**src/rtl/combi_mem_arb_if.sv**
```systemverilog
// Request/response and memory bus of the combined-core memory arbiter.
// The arbiter uses the slave view; the core and the memory model use the master view.
interface combi_mem_arb_if #(
    parameter int AW = 32,
    parameter int DW = 32
);
    logic            if_req;
    logic [AW-1:0]   if_addr;
    logic            if_ready;
    logic            if_rvalid;
    logic [DW-1:0]   if_rdata;

    logic            dm_req;
    logic            dm_we;
    logic [AW-1:0]   dm_addr;
    logic [DW-1:0]   dm_wdata;
    logic [DW/8-1:0] dm_be;
    logic            dm_ready;
    logic            dm_rvalid;
    logic [DW-1:0]   dm_rdata;

    logic            mem_en;
    logic            mem_we;
    logic [AW-1:0]   mem_addr;
    logic [DW-1:0]   mem_wdata;
    logic [DW/8-1:0] mem_be;
    logic [DW-1:0]   mem_rdata;

    modport slave (
        input  if_req, if_addr,
        output if_ready, if_rvalid, if_rdata,
        input  dm_req, dm_we, dm_addr, dm_wdata, dm_be,
        output dm_ready, dm_rvalid, dm_rdata,
        output mem_en, mem_we, mem_addr, mem_wdata, mem_be,
        input  mem_rdata
    );

    modport master (
        output if_req, if_addr,
        input  if_ready, if_rvalid, if_rdata,
        output dm_req, dm_we, dm_addr, dm_wdata, dm_be,
        input  dm_ready, dm_rvalid, dm_rdata,
        input  mem_en, mem_we, mem_addr, mem_wdata, mem_be,
        output mem_rdata
    );
endinterface

```
**src/rtl/combi_mem_arb.sv**
```systemverilog
// Single-port memory arbiter: data port has priority, fetch is forced through after
// MAX_DATA_RUN consecutive data grants, and the one outstanding read is routed back.
module combi_mem_arb #(
    parameter int AW           = 32,
    parameter int DW           = 32,
    parameter int MAX_DATA_RUN = 4
) (
    input logic             clk,
    input logic             reset,
    combi_mem_arb_if.slave  bus
);
    localparam logic [3:0] MAX_RUN = 4'(MAX_DATA_RUN);

    logic [3:0] run_q, run_d;
    logic       rd_pend_q, rd_pend_d;
    logic       rd_owner_q, rd_owner_d;
    logic       dm_gnt, if_gnt;

    always_comb begin
        // NOTE: every signal written here gets a default first, so no path infers a latch.
        dm_gnt        = 1'b0;
        if_gnt        = 1'b0;
        bus.mem_we    = 1'b0;
        bus.mem_addr  = '0;
        bus.mem_wdata = '0;
        bus.mem_be    = '0;
        run_d         = run_q;

        if (!reset) begin
            dm_gnt = bus.dm_req && !(bus.if_req && run_q == MAX_RUN);
            if_gnt = bus.if_req && !dm_gnt;
        end

        if (dm_gnt) begin
            bus.mem_we    = bus.dm_we;
            bus.mem_addr  = bus.dm_addr;
            bus.mem_wdata = bus.dm_wdata;
            bus.mem_be    = bus.dm_be;
        end else if (if_gnt) begin
            bus.mem_addr  = bus.if_addr;
            bus.mem_be    = '1;
        end
        bus.mem_en = dm_gnt | if_gnt;

        // Starvation count only grows while fetch is actually waiting.
        if (!bus.if_req || if_gnt)
            run_d = '0;
        else if (dm_gnt && run_q != MAX_RUN)
            run_d = run_q + 4'd1;

        rd_pend_d  = if_gnt | (dm_gnt & ~bus.dm_we);
        rd_owner_d = rd_pend_d ? dm_gnt : rd_owner_q;
    end

    // NOTE: state registers use non-blocking assignments so every flop samples pre-edge values.
    always_ff @(posedge clk or posedge reset) begin
        if (reset) begin
            run_q      <= '0;
            rd_pend_q  <= 1'b0;
            rd_owner_q <= 1'b0;
        end else begin
            run_q      <= run_d;
            rd_pend_q  <= rd_pend_d;
            rd_owner_q <= rd_owner_d;
        end
    end

    assign bus.dm_ready  = dm_gnt;
    assign bus.if_ready  = if_gnt;
    assign bus.if_rvalid = rd_pend_q & ~rd_owner_q;
    assign bus.dm_rvalid = rd_pend_q &  rd_owner_q;
    assign bus.if_rdata  = bus.mem_rdata;
    assign bus.dm_rdata  = bus.mem_rdata;
endmodule

```
**src/flat_wrapper.sv**
```systemverilog
// flat-port wrapper written by rule: the top's interface ports become plain ports
module combi_mem_arb_flat 
#(
    parameter int AW           = 32,
    parameter int DW           = 32,
    parameter int MAX_DATA_RUN = 4
)
  (clk, reset, bus_if_req, bus_if_addr, bus_if_ready, bus_if_rvalid, bus_if_rdata, bus_dm_req, bus_dm_we, bus_dm_addr, bus_dm_wdata, bus_dm_be, bus_dm_ready, bus_dm_rvalid, bus_dm_rdata, bus_mem_en, bus_mem_we, bus_mem_addr, bus_mem_wdata, bus_mem_be, bus_mem_rdata);
  combi_mem_arb_if #(.AW(AW), .DW(DW)) bus_i ();
  input logic clk;
  input logic reset;
  input wire logic [$bits(bus_i.if_req)-1:0] bus_if_req;
  input wire logic [$bits(bus_i.if_addr)-1:0] bus_if_addr;
  output wire logic [$bits(bus_i.if_ready)-1:0] bus_if_ready;
  output wire logic [$bits(bus_i.if_rvalid)-1:0] bus_if_rvalid;
  output wire logic [$bits(bus_i.if_rdata)-1:0] bus_if_rdata;
  input wire logic [$bits(bus_i.dm_req)-1:0] bus_dm_req;
  input wire logic [$bits(bus_i.dm_we)-1:0] bus_dm_we;
  input wire logic [$bits(bus_i.dm_addr)-1:0] bus_dm_addr;
  input wire logic [$bits(bus_i.dm_wdata)-1:0] bus_dm_wdata;
  input wire logic [$bits(bus_i.dm_be)-1:0] bus_dm_be;
  output wire logic [$bits(bus_i.dm_ready)-1:0] bus_dm_ready;
  output wire logic [$bits(bus_i.dm_rvalid)-1:0] bus_dm_rvalid;
  output wire logic [$bits(bus_i.dm_rdata)-1:0] bus_dm_rdata;
  output wire logic [$bits(bus_i.mem_en)-1:0] bus_mem_en;
  output wire logic [$bits(bus_i.mem_we)-1:0] bus_mem_we;
  output wire logic [$bits(bus_i.mem_addr)-1:0] bus_mem_addr;
  output wire logic [$bits(bus_i.mem_wdata)-1:0] bus_mem_wdata;
  output wire logic [$bits(bus_i.mem_be)-1:0] bus_mem_be;
  input wire logic [$bits(bus_i.mem_rdata)-1:0] bus_mem_rdata;
  assign bus_i.if_req = bus_if_req;
  assign bus_i.if_addr = bus_if_addr;
  assign bus_if_ready = bus_i.if_ready;
  assign bus_if_rvalid = bus_i.if_rvalid;
  assign bus_if_rdata = bus_i.if_rdata;
  assign bus_i.dm_req = bus_dm_req;
  assign bus_i.dm_we = bus_dm_we;
  assign bus_i.dm_addr = bus_dm_addr;
  assign bus_i.dm_wdata = bus_dm_wdata;
  assign bus_i.dm_be = bus_dm_be;
  assign bus_dm_ready = bus_i.dm_ready;
  assign bus_dm_rvalid = bus_i.dm_rvalid;
  assign bus_dm_rdata = bus_i.dm_rdata;
  assign bus_mem_en = bus_i.mem_en;
  assign bus_mem_we = bus_i.mem_we;
  assign bus_mem_addr = bus_i.mem_addr;
  assign bus_mem_wdata = bus_i.mem_wdata;
  assign bus_mem_be = bus_i.mem_be;
  assign bus_i.mem_rdata = bus_mem_rdata;
  combi_mem_arb #(.AW(AW), .DW(DW), .MAX_DATA_RUN(MAX_DATA_RUN)) u_core (.clk(clk), .reset(reset), .bus(bus_i));
endmodule
```
**config.mk**
```make
export PLATFORM = sky130hd
export DESIGN_NAME = combi_mem_arb_flat
export DESIGN_NICKNAME = d
export VERILOG_FILES = /design/src/rtl/combi_mem_arb_if.sv /design/src/rtl/combi_mem_arb.sv /design/src/flat_wrapper.sv
export SDC_FILE = /design/constraint.sdc
export NUM_CORES = 1
export LEC_CHECK = 0
export BUFFER_PORTS_ARGS = -buffer_cell sky130_fd_sc_hd__buf_4
export CORE_AREA = 2 2 106 108
export CTS_BUF_LIST = sky130_fd_sc_hd__clkbuf_16
export CTS_CLUSTER_DIAMETER = 100
export DETAILED_ROUTE_END_ITERATION = 10
export DIE_AREA = 0 0 108 110
export MAX_ROUTING_LAYER = met4
export PLACE_DENSITY_LB_ADDON = 0.3
export SLEW_MARGIN = 5
export SYNTH_ARGS = -nofsm -noshare
export SYNTH_HDL_FRONTEND = slang
export SYNTH_SLANG_ARGS = --single-unit
```
**constraint.sdc**
```tcl
create_clock -name clk -period 4.5 [get_ports clk]
set_clock_uncertainty 0.15 [all_clocks]
set_input_delay 0.225 -clock clk [delete_from_list [all_inputs] [get_ports clk]]
set_output_delay 0.225 -clock clk [all_outputs]
set_load 0.005 [all_outputs]
```
[Yosys cells after proc, flatten, opt, wreduce, memory -nomap -nowiden]
Cells that the tools add are included.
Cells by class
  $add $sub $neg: 1
  equal/unequal tests: 2
  multiplexer cells: 10
  bitwise operators: 7
  reductions and logical operators: 9
Operators by type and width (count)
  two-way mux 32 bit: 3
  two-way mux 4 bit: 4
  adder 4 x 1 -> 4 bit, second input constant: 1
  == test 4 x 3 -> 1 bit, second input constant: 1
  logical AND 1 bit: 4
  inequality test 4 x 3 -> 1 bit, second input constant: 1
  bitwise AND 1 bit: 3
  logical NOT 1 bit: 3
  two-way mux 1 bit: 3
  inverter 1 bit: 2
  bitwise OR 1 bit: 2
  nonzero test 2 bit: 1
  logical OR 1 bit: 1
Word-level totals
  bits in registers: 6
  output and inout bits: 138

[Longest topological paths before layout]
  word-level depth: 9
  depth in mapped cells: 7
  mapped depth without buffers: 5

[Worst setup path after synthesis]
OpenSTA, ideal clock, no wires.
  kind: reg2out
  start point: register u_core.run_q[0]
  end point: output port bus_mem_wdata[23]
  data arrival time: 1.431 ns
  required time: 4.125 ns
  setup slack: 2.694 ns
  cell stages (with the launch flop): 8
  path buffers: 2
  cell sequence: dfrtp_1 > inv_1 > ha_1 > nand3b_1 > o211a_1 > buf_2 > buf_6 > and2_1
On the way
  longest elaborated chain between the ends: 6
Ends and longest elaborated chain
  start, declared: RTL line combi_mem_arb.sv:14  | logic [3:0] run_q, run_d;
  start signal, assigned: RTL line combi_mem_arb.sv:62  | run_q <= run_d;
  == test 4 x 3 -> 1 bit: RTL line combi_mem_arb.sv:30  | dm_gnt = bus.dm_req && !(bus.if_req && run_q == MAX_RUN);
  logical AND 1 bit: RTL line combi_mem_arb.sv:30
  logical NOT 1 bit: RTL line combi_mem_arb.sv:30
  logical AND 1 bit: RTL line combi_mem_arb.sv:30
  two-way mux 1 bit: RTL line combi_mem_arb.sv:29  | if (!reset) begin
  via bus_dm_ready: RTL line flat_wrapper.sv:22  | output wire logic [$bits(bus_i.dm_ready)-1:0] bus_dm_ready;
  two-way mux 32 bit: RTL line combi_mem_arb.sv:34  | if (dm_gnt) begin
  end, declared: RTL line flat_wrapper.sv:28  | output wire logic [$bits(bus_i.mem_wdata)-1:0] bus_mem_wdata;
The timed path passes the listed nets, and every way through them passes these cells.

[Final worst setup path]
  start point: register u_core.run_q[0]
  end point: output port bus_mem_addr[25]
On the way
  longest elaborated chain between the ends: 9
  elaborated cells on any way between the ends: 10
Ends and longest elaborated chain
  == test 4 x 3 -> 1 bit (*): RTL line combi_mem_arb.sv:30
  logical AND 1 bit (*): RTL line combi_mem_arb.sv:30
  logical NOT 1 bit (*): RTL line combi_mem_arb.sv:30
  logical AND 1 bit (*): RTL line combi_mem_arb.sv:30
  logical NOT 1 bit: RTL line combi_mem_arb.sv:31  | if_gnt = bus.if_req && !dm_gnt;
  logical AND 1 bit: RTL line combi_mem_arb.sv:31
  two-way mux 1 bit: RTL line combi_mem_arb.sv:29
  two-way mux 32 bit: RTL line combi_mem_arb.sv:39  | end else if (if_gnt) begin
  two-way mux 32 bit (*): RTL line combi_mem_arb.sv:34
  end, declared: RTL line flat_wrapper.sv:27  | output wire logic [$bits(bus_i.mem_addr)-1:0] bus_mem_addr;
Mark *: on every way between the ends. The rest lies on a longest branch, timed or not.

==> results.json <==
{
  "clk_latency_ns": 0.22,
  "num_antenna_cells": 0,
  "fmax_mhz": 345,
  "hpwl_um": 5600,
  "core_area_mm2": 0.0107,
  "synth_area_leaders": "buf_4 (34%), a22o_1 (20%), and2_1 (15%)",
  "post_cts_buffers": 0,
  "ys_types": 26,
  "p_leak_nw": 1.37,
  "hold_viol": 0,
  "viasPerCell": 3.83,
  "clockBufferDepth": 2,
  "cts.sinks": 6,
  "synthCells": 186,
  "cts_root_buffer": "clkbuf_16",
  "die_width_um": 108,
  "slew_headroom": 0.470,
  "ant_nets": 0,
  "crit_slowest_cell": "a211oi_4",
  "crit_chain": "inv_1, ha_1, nand3b_1, a211oi_4, buf_4, a22o_1, buf_4",
  "grt_antenna_before_repair": 0,
  "yosysWarnings": 0,
  "dp.cells": 429,
  "die-area_mm2": 0.0119,
  "finalWeightedCongestion": 0.781,
  "drc": 0,
  "status": "complete, no violations",
  "pin_count": 275,
  "synth_nets": 325,
  "finalCritPeriodShare": 0.644,
  "initial_core_util": 0.134,
  "p_per_area_mw_per_mm2": 154,
  "synth-main-ff-cell": "dfrtp_1",
  "synth_edf_count": 0,
  "numCtsBuffers": 3,
  "cpMostUsedCell": "buf_4",
  "grt_pass1_wl_um": 9090,
  "hold_class": "input port to register",
  "h-tree-depth": 1,
  "crit_path_end_kind": "output port",
  "yosysTopAreaCell": "buf_4",
  "dr.pass1.iters": 4,
  "final_cells": 433,
  "clk_pin_slew_worst_paths_ns": 0.03,
  "crit_type": "register to output port",
  "areaGrowthSynthToFinish_pct": 74.1,
  "rsz0062_at_grt": "false",
  "worst_pin_slew_ns": 0.793,
  "arrival_ns": 2.52,
  "grt-ovfl-total": 0,
  "critPathMaxStageDelay_ns": 0.75,
  "critical_path.startpoint_type": "register",
  "drv_cap": 0,
  "multi_input_area_um2": 711,
  "first_global_vias": 1605,
  "totalWireLength_um": 6510,
  "path_buf_inv": 3,
  "crit_path_max_fanout": 24,
  "yosysTopAreaCellShare": 0.340,
  "ir_worst_vdd_uv": 183,
  "cts_tree": "done",
  "grt_max_degree": 46,
  "io_buffers": 178,
  "yosysMostFrequentCell": "buf_4",
  "grt_use_total": 0.0992,
  "synthTopCellsByCount": "buf_4 (65), and2_1 (34), a22o_1 (32), inv_1 (7)",
  "seq_area_frac_synth": 0.105,
  "nets": 434,
  "post_drt_wl_per_cell_um": 15.0,
  "drv_slew": 0,
  "std_cell_rows": 38,
  "drt_iter0_drc": 49,
  "crit_family": "compound AO/OA/AOI/OAI gates",
  "cp.required_ns": 4.12,
  "fin_setup_tns_ns": 0,
  "fillers": 1190,
  "setup_viol": 0,
  "post_synth.cell_area_avg_um2": 7.72,
  "drive_gt1_frac": 0.631,
  "num_vias": 1658,
  "ys_seq_elements": 6,
  "synthesis.area_mm2": 0.00144,
  "seqCellArea_um2": 150,
  "async_reset_ff_frac": 1.00,
  "finalCriticalPeriod_ns": 2.90,
  "die_h_um": 110
}
## layer usage
| layer | part of all wire | vias up | GRT usage | wire length [um] |
|---|---|---|---|---|
| li1 | - | 784 | - | - |
| met4 | 0.022 | 0 | 0.0238 | 144 |
| met5 | 0 | - | - | 0 |
| met2 | 0.49 | 100 | 0.155 | 3180 |
| met3 | 0.10 | 26 | 0.0359 | 661 |
| met1 | 0.39 | 748 | 0.123 | 2520 |
## registers in the layout, summed over array words and instances, names as in the netlist
register and cells:
u_core.rd_pend_q 1, u_core.run_q 4, u_core.rd_owner_q 1
## cell usage in the layout (no fill, tap or decap), types with 2 or more instances in the layout
cell type  instances
clkbuf_16          3
o31ai_1            2
buf_4            180
inv_1              7
a22o_1            32
ha_1               2
nand3_1            3
a21o_1             5
and2_1            34
dfrtp_1            6
nor2_1             2
nand2_1            4
## tightest hold or removal path: stages
cell       delay (ns)
buf_4            0.08
inv_1            0.05
o2bb2ai_1        0.11
## where the power goes
group          leakage [nW]  switching, mW  internal [mW]
sequential           0.0796        0.00205         0.0571
clock                0.0370         0.0265          0.114
combinational          1.25         0.0640          0.120
## through the flow
step	setup WS, ns	hold WS [ns]	instance area [um^2]	util	power (mW)
after floorplan	2.69	-0.126	1440	-	0.160
after global placement	1.85	0.0881	2410	0.226	0.246
after detailed placement	1.80	0.0849	2410	0.226	0.247
after CTS	1.55	0.137	2500	0.234	0.391
after global routing	1.39	0.152	2500	0.234	0.409
final	1.60	0.136	2500	0.234	0.384
## area by class of cell
| class | count | share of cell area |
|---|---|---|
| Clock buffer | 3 | 0.0300 |
| Sequential cell | 6 | 0.0601 |
| Inverter | 7 | 0.0105 |
| Timing Repair Buffer | 181 | 0.545 |
| Tap cell | 140 | 0.0701 |
| Multi-Input combinational cell | 96 | 0.284 |
## path summary, 6_finish.rpt
check / start / end / slack, ns / depth (start not counted)
max: u_core.run_q[0] / bus_mem_addr[25] / 1.60 / 7
min: bus_dm_we / u_core.rd_owner_q / 0.14 / 3
max reg2reg: u_core.run_q[0] / u_core.rd_owner_q / 2.51 / 5
min reg2reg: u_core.rd_owner_q / u_core.rd_owner_q / 0.39 / 2
max in group asynchronous: reset / u_core.rd_pend_q / 3.59 / 3
min in group asynchronous: reset / u_core.run_q[0] / 0.40 / 3
## timing repair
action | CTS | global route
hold buffers | 1 | 0
hold endpoints to repair | 6 | 0
gates resized for setup | 0 | 0
## kinds of logic (layout without fill, tap and decap cells)
logic type / after synthesis / count (layout) / share of synthesized area
buffers and inverters: 84 / 191 / 0.405
AND/OR/NAND/NOR: 48 / 48 / 0.197
AO/OA/AOI/OAI: 46 / 46 / 0.276
flip-flops: 6 / 6 / 0.105
adder cells (fa/ha/maj): 2 / 2 / 0.0174
No activity file was read; power rests on OpenSTA's default activity.
